### config.mk
export PLATFORM = sky130hd
export DESIGN_NAME = hazard_ctrl
export DESIGN_NICKNAME = d
export VERILOG_FILES = /design/src/rtl/hazard_pkg.sv /design/src/rtl/hz_sat_counter.sv /design/src/rtl/hazard_ctrl.sv
export SDC_FILE = /design/constraint.sdc
export NUM_CORES = 1
export LEC_CHECK = 0
export ABC_CLOCK_PERIOD_IN_PS = 2800
export BUFFER_PORTS_ARGS = -buffer_cell sky130_fd_sc_hd__buf_2
export CORE_UTILIZATION = 25
export CTS_CLUSTER_SIZE = 12
export DETAILED_ROUTE_END_ITERATION = 6
export GPL_ROUTABILITY_DRIVEN = 0
export PLACE_DENSITY_LB_ADDON = 0.05
export SLEW_MARGIN = 20
export SYNTH_ARGS = -nofsm -noshare
export SYNTH_HDL_FRONTEND = slang
export SYNTH_SLANG_ARGS = --single-unit
### constraint.sdc
create_clock -name clk -period 2.8 [get_ports clk]
set_input_delay 0 -clock clk [delete_from_list [all_inputs] [get_ports clk]]
set_output_delay 0 -clock clk [all_outputs]
set_load 0.01 [all_outputs]
### src/rtl/hazard_pkg.sv
// hazard_pkg: shared types and constants for the pipeline hazard controller.
//   hz_state_e     - controller FSM state (RUN=0, MUL_WAIT=1, FLUSH=2)
//   StallCntW/Max  - width and saturation value of the debug stall counter
//   CntW           - width of the multiply/flush down-counter
//   hz_params_ok() - legal-range check for the controller parameters
package hazard_pkg;

  localparam int unsigned StateW = 2;

  typedef enum logic [StateW-1:0] {
    StRun     = 2'd0,
    StMulWait = 2'd1,
    StFlush   = 2'd2
  } hz_state_e;

  localparam int unsigned             StallCntW   = 16;
  localparam logic [StallCntW-1:0]    StallCntMax = 16'hFFFF;

  localparam int unsigned CntW = 4;

  localparam int unsigned MulLatMin   = 2;
  localparam int unsigned MulLatMax   = 15;
  localparam int unsigned FlushCycMin = 1;
  localparam int unsigned FlushCycMax = 15;

  function automatic bit hz_params_ok(input int unsigned mul_lat,
                                      input int unsigned flush_cycles);
    return (mul_lat >= MulLatMin) && (mul_lat <= MulLatMax) &&
           (flush_cycles >= FlushCycMin) && (flush_cycles <= FlushCycMax);
  endfunction

endpackage

### src/rtl/hz_sat_counter.sv
// hz_sat_counter: up-counter that sticks at its maximum value.
//   clk_i   - clock
//   clr_ni  - synchronous active-low clear
//   en_i    - count enable
//   count_o - current count
module hz_sat_counter
  import hazard_pkg::*;
(
  input  logic                 clk_i,
  input  logic                 clr_ni,
  input  logic                 en_i,
  output logic [StallCntW-1:0] count_o
);

  logic [StallCntW-1:0] count_q;

  always_ff @(posedge clk_i) begin
    if (!clr_ni) begin
      count_q <= '0;
    end else if (en_i && (count_q != StallCntMax)) begin
      count_q <= count_q + StallCntW'(1);
    end
  end

  assign count_o = count_q;

endmodule

### src/rtl/hazard_ctrl.sv
// hazard_ctrl: stall/flush control for the 5-stage pipeline.
// Inputs:  clk, rst (sync, active low), ID source regs and use flags, EX dest reg,
//          EX load / multiply / taken-branch flags.
// Outputs: pc_write, ifid_write, ifid_flush, idex_bubble, ex_hold (combinational),
//          busy, state (FSM), stall_cnt (saturating count of cycles with pc_write=0).
// All outputs are held at 0 while rst is low.
module hazard_ctrl
  import hazard_pkg::*;
#(
  parameter int unsigned REG_AW       = 3,
  parameter int unsigned MUL_LAT      = 4,
  parameter int unsigned FLUSH_CYCLES = 2
) (
  input  logic                 clk,
  input  logic                 rst,
  input  logic [REG_AW-1:0]    id_rs1,
  input  logic [REG_AW-1:0]    id_rs2,
  input  logic                 id_uses_rs1,
  input  logic                 id_uses_rs2,
  input  logic [REG_AW-1:0]    ex_rd,
  input  logic                 ex_mem_read,
  input  logic                 ex_is_mul,
  input  logic                 ex_branch_taken,
  output logic                 pc_write,
  output logic                 ifid_write,
  output logic                 ifid_flush,
  output logic                 idex_bubble,
  output logic                 ex_hold,
  output logic                 busy,
  output logic [StateW-1:0]    state,
  output logic [StallCntW-1:0] stall_cnt
);

  if (!hz_params_ok(MUL_LAT, FLUSH_CYCLES)) begin : g_param_check
    $error("hazard_ctrl: MUL_LAT must be 2..15 and FLUSH_CYCLES 1..15");
  end

  // Counter preloads: the RUN cycle that sees the event is the first hold/squash cycle,
  // and the wait state exits on the cycle it sees cnt==0.
  localparam logic [CntW-1:0] MulCntInit   = CntW'((MUL_LAT > 2) ? MUL_LAT - 3 : 0);
  localparam logic [CntW-1:0] FlushCntInit = CntW'((FLUSH_CYCLES > 1) ? FLUSH_CYCLES - 2 : 0);

  hz_state_e            state_q, state_d;
  logic [CntW-1:0]      cnt_q, cnt_d;
  logic                 load_use;
  logic                 pc_write_c, ifid_write_c, ifid_flush_c, idex_bubble_c, ex_hold_c;
  logic [StallCntW-1:0] stall_cnt_q;

  // R0 is a real register here, so no zero-register exclusion.
  assign load_use = ex_mem_read &&
                    ((id_uses_rs1 && (id_rs1 == ex_rd)) || (id_uses_rs2 && (id_rs2 == ex_rd)));

  always_comb begin
    state_d       = state_q;
    cnt_d         = cnt_q;
    pc_write_c    = 1'b0;
    ifid_write_c  = 1'b0;
    ifid_flush_c  = 1'b0;
    idex_bubble_c = 1'b0;
    ex_hold_c     = 1'b0;
    unique case (state_q)
      StRun: begin
        if (ex_branch_taken) begin
          // Squash looks the same as in FLUSH; a concurrent load-use is moot.
          pc_write_c    = 1'b1;
          ifid_write_c  = 1'b1;
          ifid_flush_c  = 1'b1;
          idex_bubble_c = 1'b1;
          if (FLUSH_CYCLES > 1) begin
            state_d = StFlush;
            cnt_d   = FlushCntInit;
          end
        end else if (ex_is_mul) begin
          ex_hold_c = 1'b1;
          if (MUL_LAT > 2) begin
            state_d = StMulWait;
            cnt_d   = MulCntInit;
          end
        end else if (load_use) begin
          idex_bubble_c = 1'b1;
        end else begin
          pc_write_c   = 1'b1;
          ifid_write_c = 1'b1;
        end
      end
      StMulWait: begin
        ex_hold_c = 1'b1;
        if (cnt_q == '0) begin
          state_d = StRun;
        end else begin
          cnt_d = cnt_q - CntW'(1);
        end
      end
      StFlush: begin
        pc_write_c    = 1'b1;
        ifid_write_c  = 1'b1;
        ifid_flush_c  = 1'b1;
        idex_bubble_c = 1'b1;
        if (cnt_q == '0) begin
          state_d = StRun;
        end else begin
          cnt_d = cnt_q - CntW'(1);
        end
      end
      default: begin
        state_d = StRun;
        cnt_d   = '0;
      end
    endcase
  end

  always_ff @(posedge clk) begin
    if (!rst) begin
      state_q <= StRun;
      cnt_q   <= '0;
    end else begin
      state_q <= state_d;
      cnt_q   <= cnt_d;
    end
  end

  hz_sat_counter u_stall_cnt (
    .clk_i   (clk),
    .clr_ni  (rst),
    .en_i    (rst && !pc_write_c),
    .count_o (stall_cnt_q)
  );

  assign pc_write    = rst && pc_write_c;
  assign ifid_write  = rst && ifid_write_c;
  assign ifid_flush  = rst && ifid_flush_c;
  assign idex_bubble = rst && idex_bubble_c;
  assign ex_hold     = rst && ex_hold_c;
  assign busy        = rst && (state_q != StRun);
  assign state       = rst ? state_q : StRun;
  assign stall_cnt   = rst ? stall_cnt_q : '0;

endmodule

==> results.ini, run 1 <==
[floorplanning]
die_y_um=78.1
start_util_pct=26.2
die_w_um=78.1
die_area_um2=6100
pin_count=40
row_count=27
core_area_um2=5540

[setup_path]
timing.rr.start=u_stall_cnt.count_o[6]
critPathMaxFanout=24
reg2reg_slack_ns=0.63
critPathKind=flip-flop to flip-flop
slowest_stage=or4_1
max_stage_delay_ns=0.54
r2r_cells=7
start_kind=flip-flop
reg2reg_to=u_stall_cnt.count_o[9]
worstPathArrival_ns=2.32
end_kind=flip-flop
required_ns=2.95
crit_chain=and4_4 > nand2_2 > or4_1 > o211ai_2 > buf_4 > nor4_1 > mux2_2

[min_path]
hold_end=state_q[1]
hp-start=ex_branch_taken
hp-class=input pin to flip-flop
hold_depth=3

[sta]
max_slew_margin_pct=77.7
hold_violations=0
slew_viol_final=0
skew_ns=0.00732
finalCriticalPeriod_ns=2.17
rsz0062_at_grt=false
timing.hold.ws_ns=0.0575
post-route-period-util_pct=77.4
worst_pin_slew_ns=0.334
tns_ns=0
max_freq_mhz=461
final-setup-viol-count=0

[detailed_routing]
wirelength_um=3550
first_pass_iters=4
ant_nets=0
routedWlPerCell_um=12.5
drc_errors=0
vias=1326
drt-initial-drc-count=49
vias_per_cell=4.65

[layout]
fin_nets=237
multi_input_area_um2=930
drive_gt1_share_pct=30.0
regArea_um2=440
syn_to_final_growth_pct=22.3
instances_no_fill=285
diodes=0
fill_cells=616
design_area_um2=1770

[clocking]
post_cts_resized=0
cts_tree=built
cts_buffer_depth=2
path_clk_slew_ns=0.08
cts_setup_buffers=0
htree_levels=1
clock-sinks=22
cts_root_buf=clkbuf_8
clk_latency_ns=0.26
hold_buffers=0
cts_made_buffers=3

[synth]
netlist_area_um2=1450
synth.most_common_cell=dfxtp_1
synth_largest_area_cell=dfxtp_1
ys_ff_latch=22
synth_area_leaders=dfxtp_1 (30%), and2_1 (7.3%), ha_1 (6.0%)
synth_top_flop_cell=dfxtp_1
yosys_warnings=0
synth_edf_count=0
synthCells=176
async_reset_ff_share_pct=0
synth_top_cell_area_share_pct=30.4
synthesis.nets=199
yosys-top-cells-count=dfxtp_1 (22), nor2_1 (20), and2_1 (17)
avgSynthCellArea_um2=8.23
ys_seq_area_share_pct=30.4
yosysUniqueCellTypes=40

[run]
drv_cap=0

[power_and_ir_drop]
power_uw=956
power_leakage_nw=0.744
power_density_nw_per_um2=539
ir_drop_mv=0.337

[grt]
track_usage_pct=12.0
grt.overflow.total=0
grt_pass1_wl_um=5890
grt_pass1_vias=1266
antenna_found_initial=0
grt_max_degree=25

[place]
dpl.cell_count=281
dpl-instance-area_um2=1700
portBuffers=39
dp_hpwl_um=2700

[run_status]
status=completed

==> cell type report <==
| type | count | share of cell area, % |
|---|---|---|
| multi-input combinational | 138 | 52.5 |
| sequential | 22 | 24.9 |
| timing repair buffer | 41 | 11.9 |
| tap | 72 | 5.08 |
| clock buffer | 3 | 2.33 |
| clock inverter | 1 | 1.69 |
| inverter | 8 | 1.69 |
==> metrics by stage <==
step / utilization (%) / setup slack, ns
2_1_floorplan: - / 0.870
3_3_place_gp: 30.7 / 0.696
3_5_place_dp: 30.7 / 0.654
4_1_cts: 32.0 / 0.639
5_1_grt: 32.0 / 0.508
6_report: 32.0 / 0.632
==> critical path, delay by kind of cell, from the launching register on <==
family | cells | cell delay (ns)
AND/OR/NAND/NOR | 4 | 0.99
flip-flops | 1 | 0.42
buffers and inverters | 1 | 0.29
multiplexers | 1 | 0.27
AO/OA/AOI/OAI | 1 | 0.09
==> metal layers <==
metal  global-route usage (%)  wire [um]
met1                     15.9       1770
met4                     2.04         13
met3                     3.02         90
met5                        0          0
met2                     19.9       1680
==> state kept, by name (all words and copies together), names as in the netlist <==
signal / cells
cnt_q: 4
state_q: 2
u_stall_cnt.count_o: 16
==> worst max-delay path by stage <==
stage                              endpoint  slack [ns]  cells after the start                    from
global placement     u_stall_cnt.count_o[9]        0.70                      7  u_stall_cnt.count_o[7]
floorplan           u_stall_cnt.count_o[12]        0.87                      7  u_stall_cnt.count_o[6]
global route         u_stall_cnt.count_o[9]        0.51                      7              state_q[0]
detailed placement   u_stall_cnt.count_o[9]        0.65                      7  u_stall_cnt.count_o[7]
CTS                  u_stall_cnt.count_o[9]        0.64                      7              state_q[0]
finish               u_stall_cnt.count_o[9]        0.63                      7  u_stall_cnt.count_o[6]
==> kinds of logic after synthesis <==
logic type      count (synthesis)  synth area share, %
simple gates                   82                 31.4
compound gates                 34                 14.9
flops                          22                 30.4
buf+inv                        16                 5.44
mux                             9                 8.20
fa+ha+maj                       7                 6.04
xor+xnor                        6                 3.63
==> placed cells by master (no fill, tap or decap), types with 2 or more instances in the layout <==
cell type	instances
buf_4	2
nand2b_1	4
a211oi_1	2
and3_1	2
nand2_1	9
clkbuf_8	3
dfxtp_1	22
nand4_1	4
mux2_2	3
xnor2_1	6
buf_2	39
nor2_2	2
or2_2	2
o31ai_1	4
nand3_1	5
nor4_1	3
inv_1	8
nor3_2	3
a21oi_1	10
o21ai_0	11
mux2_4	5
or3_1	4
and2_1	17
ha_1	7
nor2_1	20
==> power breakdown <==
part / switching (mW) / leakage (nW) / internal (mW)
Clock: 0.104 / 0.0357 / 0.191
Sequential: 0.0288 / 0.178 / 0.341
Combinational: 0.166 / 0.530 / 0.124
(Power assumes the default switching activity.)
==> inputs of run 2 (changes only) <==
ABC_CLOCK_PERIOD_IN_PS = 1860   (was 2800)
clock period = 1.86 ns   (was 2.8 ns; I/O delays follow)
==> run 2 against run 1 <==
The run now ends with setup timing left. Utilization grew 4.4 points. Global-route usage increased by 1.8 points. First-iteration DRC count is 12% lower. Critical path depth did not move. Fmax grew 16%. Register-to-register slack lost 0.64 ns. Setup slack got worse by 0.64 ns. Die area stayed put. Design area is 14% higher. Worst hold slack improved by 0.0046 ns. Critical endpoint is now u_stall_cnt.count_o[10]. Largest cell class unchanged. Largest power group unchanged.
==> results.ini, run 2 (same netlist as run 1, synthesis figures left out) <==
[layout]
largest_reg_flops=16
diodes=0
fill_cells=599
final_common_cell=buf_2
final_cell_mix=buf_2 (39), buf_4 (25), nor2_1 (20)
drive_gt1_share_pct=42.6
fin_nets=261
syn_to_final_growth_pct=38.9

[grt]
grt.overflow.total=0
grt_pass1_vias=1432
grt_max_degree=22
antenna_found_initial=0
track_usage_pct=13.8
grt_pass1_wl_um=6760

[sta]
worst_pin_slew_ns=0.407
skew_ns=0.00262
max_freq_mhz=534
post-route-period-util_pct=101
finalCriticalPeriod_ns=1.87
rsz0062_at_grt=true
setup_slack_ns=-0.0123
hold_violations=0
max_slew_margin_pct=72.8
slew_viol_final=0
tns_ns=-0.0123
final-setup-viol-count=1

[detailed_routing]
vias=1442
routedWlPerCell_um=12.6
wirelength_um=3910
drt-initial-drc-count=43
first_pass_iters=4
drc_errors=0
vias_per_cell=4.67
ant_nets=0

[clocking]
cts_tree=built
clk_latency_ns=0.27
clock-sinks=22
path_clk_slew_ns=0.09
htree_levels=1
cts_root_buf=clkbuf_8
hold_buffers=0
cts_made_buffers=3
cts_buffer_depth=2

[floorplanning]
row_count=27
die_w_um=78.1
pin_count=40
start_util_pct=26.2
core_area_um2=5540
die_y_um=78.1
die_area_um2=6100

[run]
drv_cap=0

[setup_path]
end_kind=flip-flop
required_ns=2.02
critPathKind=flip-flop to flip-flop
critPathMaxFanout=16
start_kind=flip-flop
worstPathArrival_ns=2.04

[power_and_ir_drop]
power_leakage_nw=0.881
power_density_nw_per_um2=732
ir_drop_mv=0.319
power_mw=1.47

[place]
portBuffers=39
dp_hpwl_um=2990

[run_status]
failed_checks=setup timing
status=complete, but fails checks

[min_path]
hp-class=input pin to flip-flop

## run 2: cell types whose count changed in the layout (fill, tap and decap cells not counted), sizes merged
| cell | change |
|---|---|
| buf | +24 |
| bufinv | -1 |
| clkbuf | +1 |
## run 2: final cells by class
class	instances	area (um2)	share of cell area (%)
Clock buffer	4	55.1	2.73
Inverter	8	30.0	1.49
Multi-Input combinational cell	138	987	49.0
Sequential cell	22	448	22.2
Tap cell	72	90.1	4.47
Timing Repair Buffer	65	403	20.0
## run 2: final timing paths
kind	from	end	slack [ns]	cells past startpoint
worst max-delay path	u_stall_cnt.count_o[1]	u_stall_cnt.count_o[10]	-0.01	7
worst min-delay path	ex_is_mul	state_q[0]	0.06	3
worst max register to register	u_stall_cnt.count_o[1]	u_stall_cnt.count_o[10]	-0.01	7
worst min register to register	cnt_q[2]	cnt_q[2]	0.51	2
## run 2: what timing repair did
item | 4_1_cts | 5_1_grt
pin swaps | 0 | 0
endpoints found under the hold margin | 0 | 0
buffers inserted | 1 | 0
setup endpoints to repair | 8 | 13
resized for setup | 6 | 4
## run 2: report_power, final
group | total [mW] | internal (mW) | switching [mW]
Sequential | 0.558 | 0.518 | 0.0399
Clock | 0.366 | 0.189 | 0.177
Combinational | 0.549 | 0.261 | 0.289
## run 2: layer usage
metal  GRT usage, %  routed length, um  share of wire [%]
met5              0                  0                  0
met2           21.9               1720                 44
met4           3.33                 25               0.64
met1           19.4               2010                 52
met3           2.33                149                3.8
## run 2: metrics by stage
stage	setup WS, ns	cell area [um2]	hold WS, ns	utilization [%]	std cells
2_1_floorplan	0.00778	1460	0.154	-	176
3_3_place_gp	-0.0515	1900	0.345	34.3	304
3_5_place_dp	-0.0548	1900	0.351	34.3	304
4_1_cts	-0.0204	2000	0.0616	36.0	309
5_1_grt	-0.0726	2010	0.0779	36.3	309
6_report	-0.0123	2010	0.0621	36.3	309
## run 2: critical path, stage by stage (launching register included)
cell	delay, ns
dfxtp_2	0.36
ha_4	0.15
nand3_4	0.08
or4_4	0.52
o211ai_2	0.11
buf_12	0.18
nor3_2	0.06
mux2_4	0.30
